**src/rtl/pipe_pkg.sv**
```systemverilog
`default_nettype none
// ============================================================================
//  pipe_pkg : shared decode/execute stage payload types and widths
//  Rev 1.0
// ============================================================================
package pipe_pkg;

   typedef struct packed {
      logic       alusrc;
      logic       mem2reg;
      logic       regwr;
      logic       memrd;
      logic       memwr;
      logic       branch;
      logic [1:0] aluop;
   } id_ex_ctrl_t;

   typedef struct packed {
      logic [11:0] pc;
      logic [31:0] rs1_val;
      logic [31:0] rs2_val;
      logic [31:0] inst;
      logic [5:0]  rd;
      logic [3:0]  alu_ctrl;
      logic [4:0]  rs1;
      logic [4:0]  rs2;
   } id_ex_data_t;

   localparam int PIPE_CTRL_W = $bits(id_ex_ctrl_t);
   localparam int PIPE_DATA_W = $bits(id_ex_data_t);

endpackage
`default_nettype wire

```
**src/rtl/pipe_stage_reg_entry.sv**
```systemverilog
`default_nettype none
// ============================================================================
//  pipe_entry : one valid+ctrl+data slot; clear zeroes valid/ctrl, keeps data
//  Rev 1.0
// ============================================================================
module pipe_entry
   import pipe_pkg::*;
#(
   parameter int CTRL_W = PIPE_CTRL_W,
   parameter int DATA_W = PIPE_DATA_W
) (
   input  logic              clk,
   input  logic              rst_n,
   input  logic              load_i,
   input  logic              clear_i,
   input  logic [CTRL_W-1:0] ctrl_i,
   input  logic [DATA_W-1:0] data_i,
   output logic              valid_o,
   output logic [CTRL_W-1:0] ctrl_o,
   output logic [DATA_W-1:0] data_o
);

   logic              valid_q, valid_d;
   logic [CTRL_W-1:0] ctrl_q, ctrl_d;
   logic [DATA_W-1:0] data_q, data_d;

   always_comb begin
      valid_d = valid_q;
      ctrl_d  = ctrl_q;
      data_d  = data_q;
      if (clear_i) begin
         valid_d = 1'b0;
         ctrl_d  = '0;
      end else if (load_i) begin
         valid_d = 1'b1;
         ctrl_d  = ctrl_i;
         data_d  = data_i;
      end
   end

   always_ff @(posedge clk or negedge rst_n) begin
      if (!rst_n) begin
         valid_q <= 1'b0;
         ctrl_q  <= '0;
         data_q  <= '0;
      end else begin
         valid_q <= valid_d;
         ctrl_q  <= ctrl_d;
         data_q  <= data_d;
      end
   end

   assign valid_o = valid_q;
   assign ctrl_o  = ctrl_q;
   assign data_o  = data_q;

endmodule
`default_nettype wire

```
**src/rtl/pipe_stage_reg.sv**
```systemverilog
`default_nettype none
// ============================================================================
//  pipe_stage_reg : valid/ready pipeline stage with optional skid slot,
//                   stall bubbles, flush and saturating bubble counter
//  Rev 1.0
// ============================================================================
module pipe_stage_reg
   import pipe_pkg::*;
#(
   parameter int DATA_W = 160,
   parameter int CTRL_W = PIPE_CTRL_W,
   parameter int SKID   = 1,
   parameter int CNT_W  = 16
) (
   input  logic              clk,
   input  logic              rst_n,
   input  logic              in_valid,
   output logic              in_ready,
   input  logic [CTRL_W-1:0] in_ctrl,
   input  logic [DATA_W-1:0] in_data,
   input  logic              stall,
   input  logic              flush,
   output logic              out_valid,
   input  logic              out_ready,
   output logic [CTRL_W-1:0] out_ctrl,
   output logic [DATA_W-1:0] out_data,
   output logic [1:0]        occupancy,
   output logic [CNT_W-1:0]  bubble_cnt
);

   logic              live_q;
   logic              main_v, skid_v;
   logic [CTRL_W-1:0] main_ctrl, skid_ctrl, main_src_ctrl;
   logic [DATA_W-1:0] main_data, skid_data, main_src_data;
   logic              drain, accept;
   logic              main_load, main_clear, bubble_inc;
   logic [CNT_W-1:0]  bubble_q, bubble_d;

   assign drain    = out_ready | ~main_v;
   assign in_ready = live_q & ~stall & ((SKID != 0) ? ~skid_v : drain);
   assign accept   = in_valid & in_ready;

   // A parked skid entry always refills main before any new input.
   assign main_src_ctrl = skid_v ? skid_ctrl : in_ctrl;
   assign main_src_data = skid_v ? skid_data : in_data;
   assign main_load     = ~flush & drain & (skid_v | accept);
   assign main_clear    = flush | (drain & ~skid_v & ~accept);
   assign bubble_inc    = ~flush & drain & ~skid_v & ~accept & stall;

   pipe_entry #(
      .CTRL_W (CTRL_W),
      .DATA_W (DATA_W)
   ) u_main (
      .clk     (clk),
      .rst_n   (rst_n),
      .load_i  (main_load),
      .clear_i (main_clear),
      .ctrl_i  (main_src_ctrl),
      .data_i  (main_src_data),
      .valid_o (main_v),
      .ctrl_o  (main_ctrl),
      .data_o  (main_data)
   );

   generate
      if (SKID != 0) begin : g_skid
         logic skid_load, skid_clear;

         assign skid_load  = ~flush & ~drain & accept;
         assign skid_clear = flush | (drain & skid_v);

         pipe_entry #(
            .CTRL_W (CTRL_W),
            .DATA_W (DATA_W)
         ) u_skid (
            .clk     (clk),
            .rst_n   (rst_n),
            .load_i  (skid_load),
            .clear_i (skid_clear),
            .ctrl_i  (in_ctrl),
            .data_i  (in_data),
            .valid_o (skid_v),
            .ctrl_o  (skid_ctrl),
            .data_o  (skid_data)
         );
      end else begin : g_no_skid
         assign skid_v    = 1'b0;
         assign skid_ctrl = '0;
         assign skid_data = '0;
      end
   endgenerate

   always_comb begin
      bubble_d = bubble_q;
      if (bubble_inc && (bubble_q != {CNT_W{1'b1}})) begin
         bubble_d = bubble_q + CNT_W'(1);
      end
   end

   // live_q keeps in_ready low until the first clock after reset release.
   always_ff @(posedge clk or negedge rst_n) begin
      if (!rst_n) begin
         live_q   <= 1'b0;
         bubble_q <= '0;
      end else begin
         live_q   <= 1'b1;
         bubble_q <= bubble_d;
      end
   end

   assign out_valid  = main_v;
   assign out_ctrl   = main_ctrl;
   assign out_data   = main_data;
   assign occupancy  = {1'b0, main_v} + {1'b0, skid_v};
   assign bubble_cnt = bubble_q;

endmodule
`default_nettype wire

```
**config.mk**
```make
export PLATFORM = sky130hd
export DESIGN_NAME = pipe_stage_reg
export DESIGN_NICKNAME = d
export VERILOG_FILES = /design/src/rtl/pipe_pkg.sv /design/src/rtl/pipe_stage_reg_entry.sv /design/src/rtl/pipe_stage_reg.sv
export SDC_FILE = /design/constraint.sdc
export NUM_CORES = 1
export LEC_CHECK = 0
export ABC_AREA = 0
export BUFFER_PORTS_ARGS = -buffer_cell sky130_fd_sc_hd__buf_2
export CORE_AREA = 2 2 150 211
export DETAILED_ROUTE_END_ITERATION = 8
export DIE_AREA = 0 0 152 213
export GPL_TIMING_DRIVEN = 1
export PLACE_DENSITY_LB_ADDON = 0.15
export SYNTH_ARGS = -nofsm -noshare
export SYNTH_HDL_FRONTEND = slang
export SYNTH_HIERARCHICAL = 1
export SYNTH_SLANG_ARGS = --single-unit
```
**constraint.sdc**
```tcl
create_clock -name clk -period 2.9 [get_ports clk]
set_input_delay 0.87 -clock clk [delete_from_list [all_inputs] [get_ports clk]]
set_output_delay 0.87 -clock clk [all_outputs]
set_load 0.02 [all_outputs]
```
==> out/qor.txt, run 1 <==
CTS Hold Bufs = 0
Port Buffers = 361
WL per Instance = 19.8 um
Clock Tree Buf Depth = 3
Tcrit/Tclk final = 86.3%
Critical path class = reg2out
Total track usage = 21.6%
Cells after Synth = 1013
Die H = 213 um
Simple-gate share of the synthesized area = 2.41%
Crit path launch = g_skid.u_skid/valid_o
Antenna violations before repair = 7
Worst vdd ir = 0.477 mV
Post-synth EDFFs = 0
Critical Path RT = 2.03 ns
Post-Syn Area per Cell = 16.4 um^2
R2R setup slack = 0.57 ns
Clk_skew = 0.0131 ns
Worst-margin pin slew = 1.19 ns
Most frequent cells in the layout = 360 x buf_2, 354 x dfrtp_1, 288 x mux2_2, 201 x mux2_4, 37 x clkbuf_16
Status = complete, no violations
CTS Buf Count = 36
Synth unique cells = 35
Setup TNS = 0 ns
DRT Pass-1 Iters = 4
H-tree levels = 2
Reg2reg start = g_skid.u_skid/valid_o
DRT Wirelength = 35800 um
Post-synthesis sequential area ratio = 53.6%
Core Region = 30500 um^2
Vias in the first global route = 10.1k
Ys async rst share = 100%
Fin crit period = 2.50 ns
# rows = 76
Leakage = 10.1 nW
Post-CTS setup buffer count = 0
Nets = 1566
CP max FO = 13
Post-synthesis cell area = 16600 um^2
Vias = 9671
Drt initial violations = 380
Vias per std cell = 5.35
Critical Path AT = 1.63 ns
Hpwl dp = 24100 um
Global route overflow = 0
Startpoint Class = flop
RR Endpoint = u_main/data_o[96]
Setup Viol. Count Final = 0
Fin. Hold Viols = 0
Setup repair after global routing missed its margin = false
Area Growth Syn to Fin = 20.2%
Die area = 32400 um^2
First-pass GRT wire length = 56000 um
Total chip power = 11.5 mW
Commonest non-fill, non-tap cell in the layout = buf_2
Syn Nets = 1189
Post-synth top flop = dfrtp_1
RePlAce Congestion = 0.838
Share of layout cells above drive strength 1 = 67.4%
Post-synthesis compound-gate area fraction = 0.173%
Main combinational cell family by area after synthesis = multiplexers
Post-synthesis adder-cell area fraction = 0.151%
Initial core utilization = 54.3%
CTS tree = built
Synthesized-area fraction occupied by xor and xnor cells = 0.528%
R2R depth = 3
Top Ports = 362
Largest net degree at the start of global routing = 163
Max_slew headroom = 20.7%
Post_cts resized = 0
Worst-Skew Late Latency = 0.52 ns
Root Buffer Master = clkbuf_16
Clock Pin Slew Worst Setup and Hold Paths = 0.06 ns
CTS sink cnt = 355
Die W = 152 um
Crit end category = output port
Tightest Hold Check Type = in2async
Power per cell area = 575 nW/um^2
Global routing usage on met3 = 6.13%
Routing usage on met1 = 28.3%
GR Util met2 = 34.9%
Max Clk Rate = 400 MHz
Mux contribution to synthesized area = 39.1%
Post-route antenna net violation count = 0
Synthesis Warnings = 6
Max Slew Vio Count = 0
GRT Max-Usage Layer = met2
Max_cap viols = 0
DRC Markers = 0
#FFs+latches synth = 355
flip-flops by register name (all words and copies together) (netlist names):
signal	flops
g_skid.u_skid/data_o	160
u_main/data_o	160
bubble_cnt	16
g_skid.u_skid/ctrl_o	8
u_main/ctrl_o	8
g_skid.u_skid/valid_o	1
live_q	1
u_main/valid_o	1
report_power, final:
part / switching, mW / internal, mW
sequential: 0.176 / 5.18
combinational: 0.695 / 0.604
clock: 1.89 / 2.92
total: 2.77 / 8.71
worst max-delay path by stage:
stage	to	slack (ns)
floorplan	g_skid.u_skid/data_o[100]	0.03
CTS	in_ready	0.41
finish	in_ready	0.40
global placement	g_skid.u_skid/data_o[111]	0.30
global route	in_ready	0.31
detailed placement	g_skid.u_skid/data_o[94]	0.23
routing by layer:
metal	vias up	share of wire [%]
met4	4	2.8
met1	4943	43
li1	4392	-
met3	60	6.3
met2	272	48
met5	-	0.070
stage by stage:
step	hold slack, ns	utilization [%]	cell area (um^2)	worst slack (ns)	instances
floorplan	0.475	-	16600	0.0292	1013
finish	0.294	65.3	19900	0.398	1809
CTS	0.306	65.3	19900	0.412	1803
detailed placement	0.489	61.2	18700	0.233	1742
global placement	0.483	61.2	18700	0.295	1742
global route	0.316	65.3	19900	0.312	1807
cells by family after synthesis:
group	Yosys count
and+or+nand+nor	70
buffers and inverters	61
AOI/OAI and AO/OA	4
DFF	355
xor gates and xnor gates	10
muxes	510
adders and majority gates	2
other	1
critical path: stages (launching register included):
cell,delay [ns]
dfrtp_4,0.58
nor3b_1,0.30
buf_2,0.24
Yosys cell counts, drive strengths merged (2+ instances only):
cell type  instances  share of area, %
nand3              7              0.21
buf               50               3.9
a21o               2             0.090
mux2             494                38
clkbuf            10              0.23
and3               2             0.075
or4                2             0.090
nor3               3              0.16
ha                 2              0.15
nor2b              3              0.20
xnor2             10              0.53
nor2              26              0.59
nand2              8              0.23
dfrtp            355                54
nand2b             3              0.11
nand4             11              0.45
mux2i             16              0.97
layout make-up:
| type | count | area (um^2) |
|---|---|---|
| Fill cell | 2263 | 10600 |
| Sequential cell | 355 | 8890 |
| Multi-Input combinational cell | 597 | 7030 |
| Timing Repair Buffer | 399 | 2290 |
| Clock buffer | 54 | 1120 |
| Tap cell | 390 | 488 |
| Clock inverter | 7 | 113 |
| Antenna cell | 6 | 15.0 |
| Inverter | 1 | 3.75 |
(Power assumes the default switching activity.)
==> inputs of run 2 (changes only) <==
--- a/config.mk
+++ b/config.mk
@@ -7,9 +7,9 @@
 export LEC_CHECK = 0
 export ABC_AREA = 0
 export BUFFER_PORTS_ARGS = -buffer_cell sky130_fd_sc_hd__buf_2
-export CORE_AREA = 2 2 150 211
+export CORE_AREA = 2 2 166 233
 export DETAILED_ROUTE_END_ITERATION = 8
-export DIE_AREA = 0 0 152 213
+export DIE_AREA = 0 0 168 235
 export GPL_TIMING_DRIVEN = 1
 export PLACE_DENSITY_LB_ADDON = 0.15
 export SYNTH_ARGS = -nofsm -noshare
==> out/qor.txt, run 2 (synthesized netlist as in run 1, its figures left out) <==
RR Endpoint = g_skid.u_skid/data_o[15]
Core Region = 37300 um^2 (+22%)
Port Buffers = 361 (unchanged)
Commonest non-fill, non-tap cell in the layout = buf_2
DRC Markers = 0 (unchanged)
Die W = 168 um (+11%)
Initial core utilization = 44.5% (-9.9 points)
Global route overflow = 0 (unchanged)
CP max FO = 23 (+10)
Tcrit/Tclk final = 86.8% (+0.57 points)
Total chip power = 12.0 mW (+4.7%)
CTS Hold Bufs = 0 (unchanged)
Max_slew headroom = 57.6% (+37 points)
Startpoint Class = flop
Worst vdd ir = 0.512 mV (+7.4%)
Switching Fraction = 24.0% (-0.086 points)
Tightest Hold Check Type = in2async
RePlAce Congestion = 0.785 (-6.3%)
CTS Buf Count = 38 (+5.6%)
Sequential power share = 44.7% (-2.0 points)
Nets = 1574 (+0.51%)
Setup TNS = 0 ns (unchanged)
Area Growth Syn to Fin = 22.4%
Max Clk Rate = 397 MHz (-0.66%)
Worst-Skew Late Latency = 0.53 ns (about the same)
Internal power = 9.13 mW (+4.8%)
Top Ports = 362 (unchanged)
Leakage = 10.2 nW (+1.1%)
Switch Pwr = 2.88 mW (+4.3%)
Vias = 9563 (-1.1%)
Die H = 235 um (+10%)
H-tree levels = 2 (unchanged)
WL per Instance = 19.5 um (-1.5%)
Fin. Hold Viols = 0 (unchanged)
Largest net degree at the start of global routing = 77 (-53%)
Critical Path RT = 2.03 ns (about the same)
Max Slew Vio Count = 0 (unchanged)
Clk_skew = 0.0166 ns (+0.00347 ns)
R2R depth = 6 (+3)
Status = complete, no violations
DRT Pass-1 Iters = 4 (unchanged)
Vias per std cell = 5.03 (-6.0%)
Final WS setup = 0.382 ns (-0.0166 ns)
Total track usage = 18.7% (-2.9 points)
Post-route antenna net violation count = 0 (unchanged)
CTS sink cnt = 355 (unchanged)
Share of layout cells above drive strength 1 = 67.5% (about the same)
CTS tree = built
Vias in the first global route = 10.4k (+2.8%)
Post_cts resized = 0 (unchanged)
Hpwl dp = 25700 um (+6.7%)
Antenna violations before repair = 10 (+3)
Setup Viol. Count Final = 0 (unchanged)
Reg2reg start = g_skid.u_skid/valid_o
DRT Wirelength = 37100 um (+3.6%)
Drt initial violations = 320 (-16%)
Power per cell area = 592 nW/um^2 (+2.8%)
Die area = 39500 um^2 (+22%)
Max_cap viols = 0 (unchanged)
R2R setup slack = 0.58 ns (about the same)
Critical Path AT = 1.65 ns (+0.02 ns)
Combinational share of power = 10.8% (-0.5 points)
Post-CTS setup buffer count = 0 (unchanged)
Setup repair after global routing missed its margin = false
Worst-margin pin slew = 0.636 ns (-0.553 ns)
Layout Cells excl Fill = 1903 (+5.2%)
Fin crit period = 2.52 ns (+0.0166 ns)
Crit end category = output port
Critical path class = reg2out
Clock Tree Buf Depth = 3 (unchanged)
Most frequent cells in the layout = 360 x buf_2, 354 x dfrtp_1, 288 x mux2_2, 201 x mux2_4, 39 x clkbuf_16
Root Buffer Master = clkbuf_16
Fillcell total = 3195 (+41%)
Clk pwr share = 44.4% (+2.4 points)
# rows = 84 (+11%)
First-pass GRT wire length = 59200 um (+5.6%)
Dpl ws = 0.271 ns (+0.0380 ns)
Post-Place Cells = 1831 (+5.1%)
Clock Pin Slew Worst Setup and Hold Paths = 0.06 ns (about the same)
Final core utilization = 54.4% (-11 points)
[run 2: cell types whose count changed in the layout (fill, tap and decap cells not counted)]
| cell | change |
|---|---|
| buf_12 | +6 |
| bufinv_16 | +5 |
| clkbuf_1 | +3 |
| clkbuf_16 | +2 |
| clkbuf_8 | -7 |
| clkinv_2 | +2 |
| clkinv_4 | +1 |
| clkinvlp_4 | +1 |
| diode_2 | -3 |
| inv_6 | +1 |
| nor3_1 | +1 |
| nor3_2 | -1 |
[run 2: worst max path at each step]
stage,slack (ns),startpoint,cells after the start,end
6_report,0.38,g_skid.u_skid/valid_o,2,occupancy[0]
3_5_place_dp,0.27,stall,8,u_main/data_o[33]
5_1_grt,0.23,g_skid.u_skid/valid_o,2,in_ready
2_1_floorplan,0.03,stall,8,g_skid.u_skid/data_o[100]
3_3_place_gp,0.29,stall,8,u_main/data_o[36]
4_1_cts,0.33,g_skid.u_skid/valid_o,2,in_ready
[run 2: power by group through the flow]
stage                     clock network [mW]  logic (mW)  registers [mW]
after floorplan                            0       0.439            5.69
after global placement                     0        1.31            5.45
after detailed placement                   0        1.32            5.46
after CTS                               5.50        1.32            5.38
after global routing                    5.69        1.41            5.40
final                                   5.34        1.30            5.37
[run 2: critical path, cell delays in order, from the launching register on]
cell and delay [ns]:
dfrtp_4 0.63, ha_1 0.33, buf_2 0.15
[run 2: metal layers]
metal,global-route usage (%),share of wire (%),vias up
met4,5.16,2.2,12
met5,0,0.22,-
li1,-,-,4397
met2,31.9,50,266
met3,5.58,6.7,55
met1,23.0,41,4833
[run 2: metrics by stage]
step                      hold WS (ns)  area [um^2]
final                            0.276        20300
after global routing             0.287        20300
after CTS                        0.293        20300
after detailed placement         0.488        18900
after global placement           0.484        18900
after floorplan                  0.475        16600
[run 2: cell type report]
type | instances | area [um^2] | area share, %
flip-flops and latches | 355 | 8890 | 43.8
multi-input cells | 597 | 7020 | 34.6
repair buffers | 405 | 2410 | 11.9
clock buffers | 52 | 1080 | 5.34
well taps | 473 | 592 | 2.91
clock inverters | 17 | 298 | 1.47
diodes | 3 | 7.51 | 0.0370
inverters | 1 | 3.75 | 0.0185
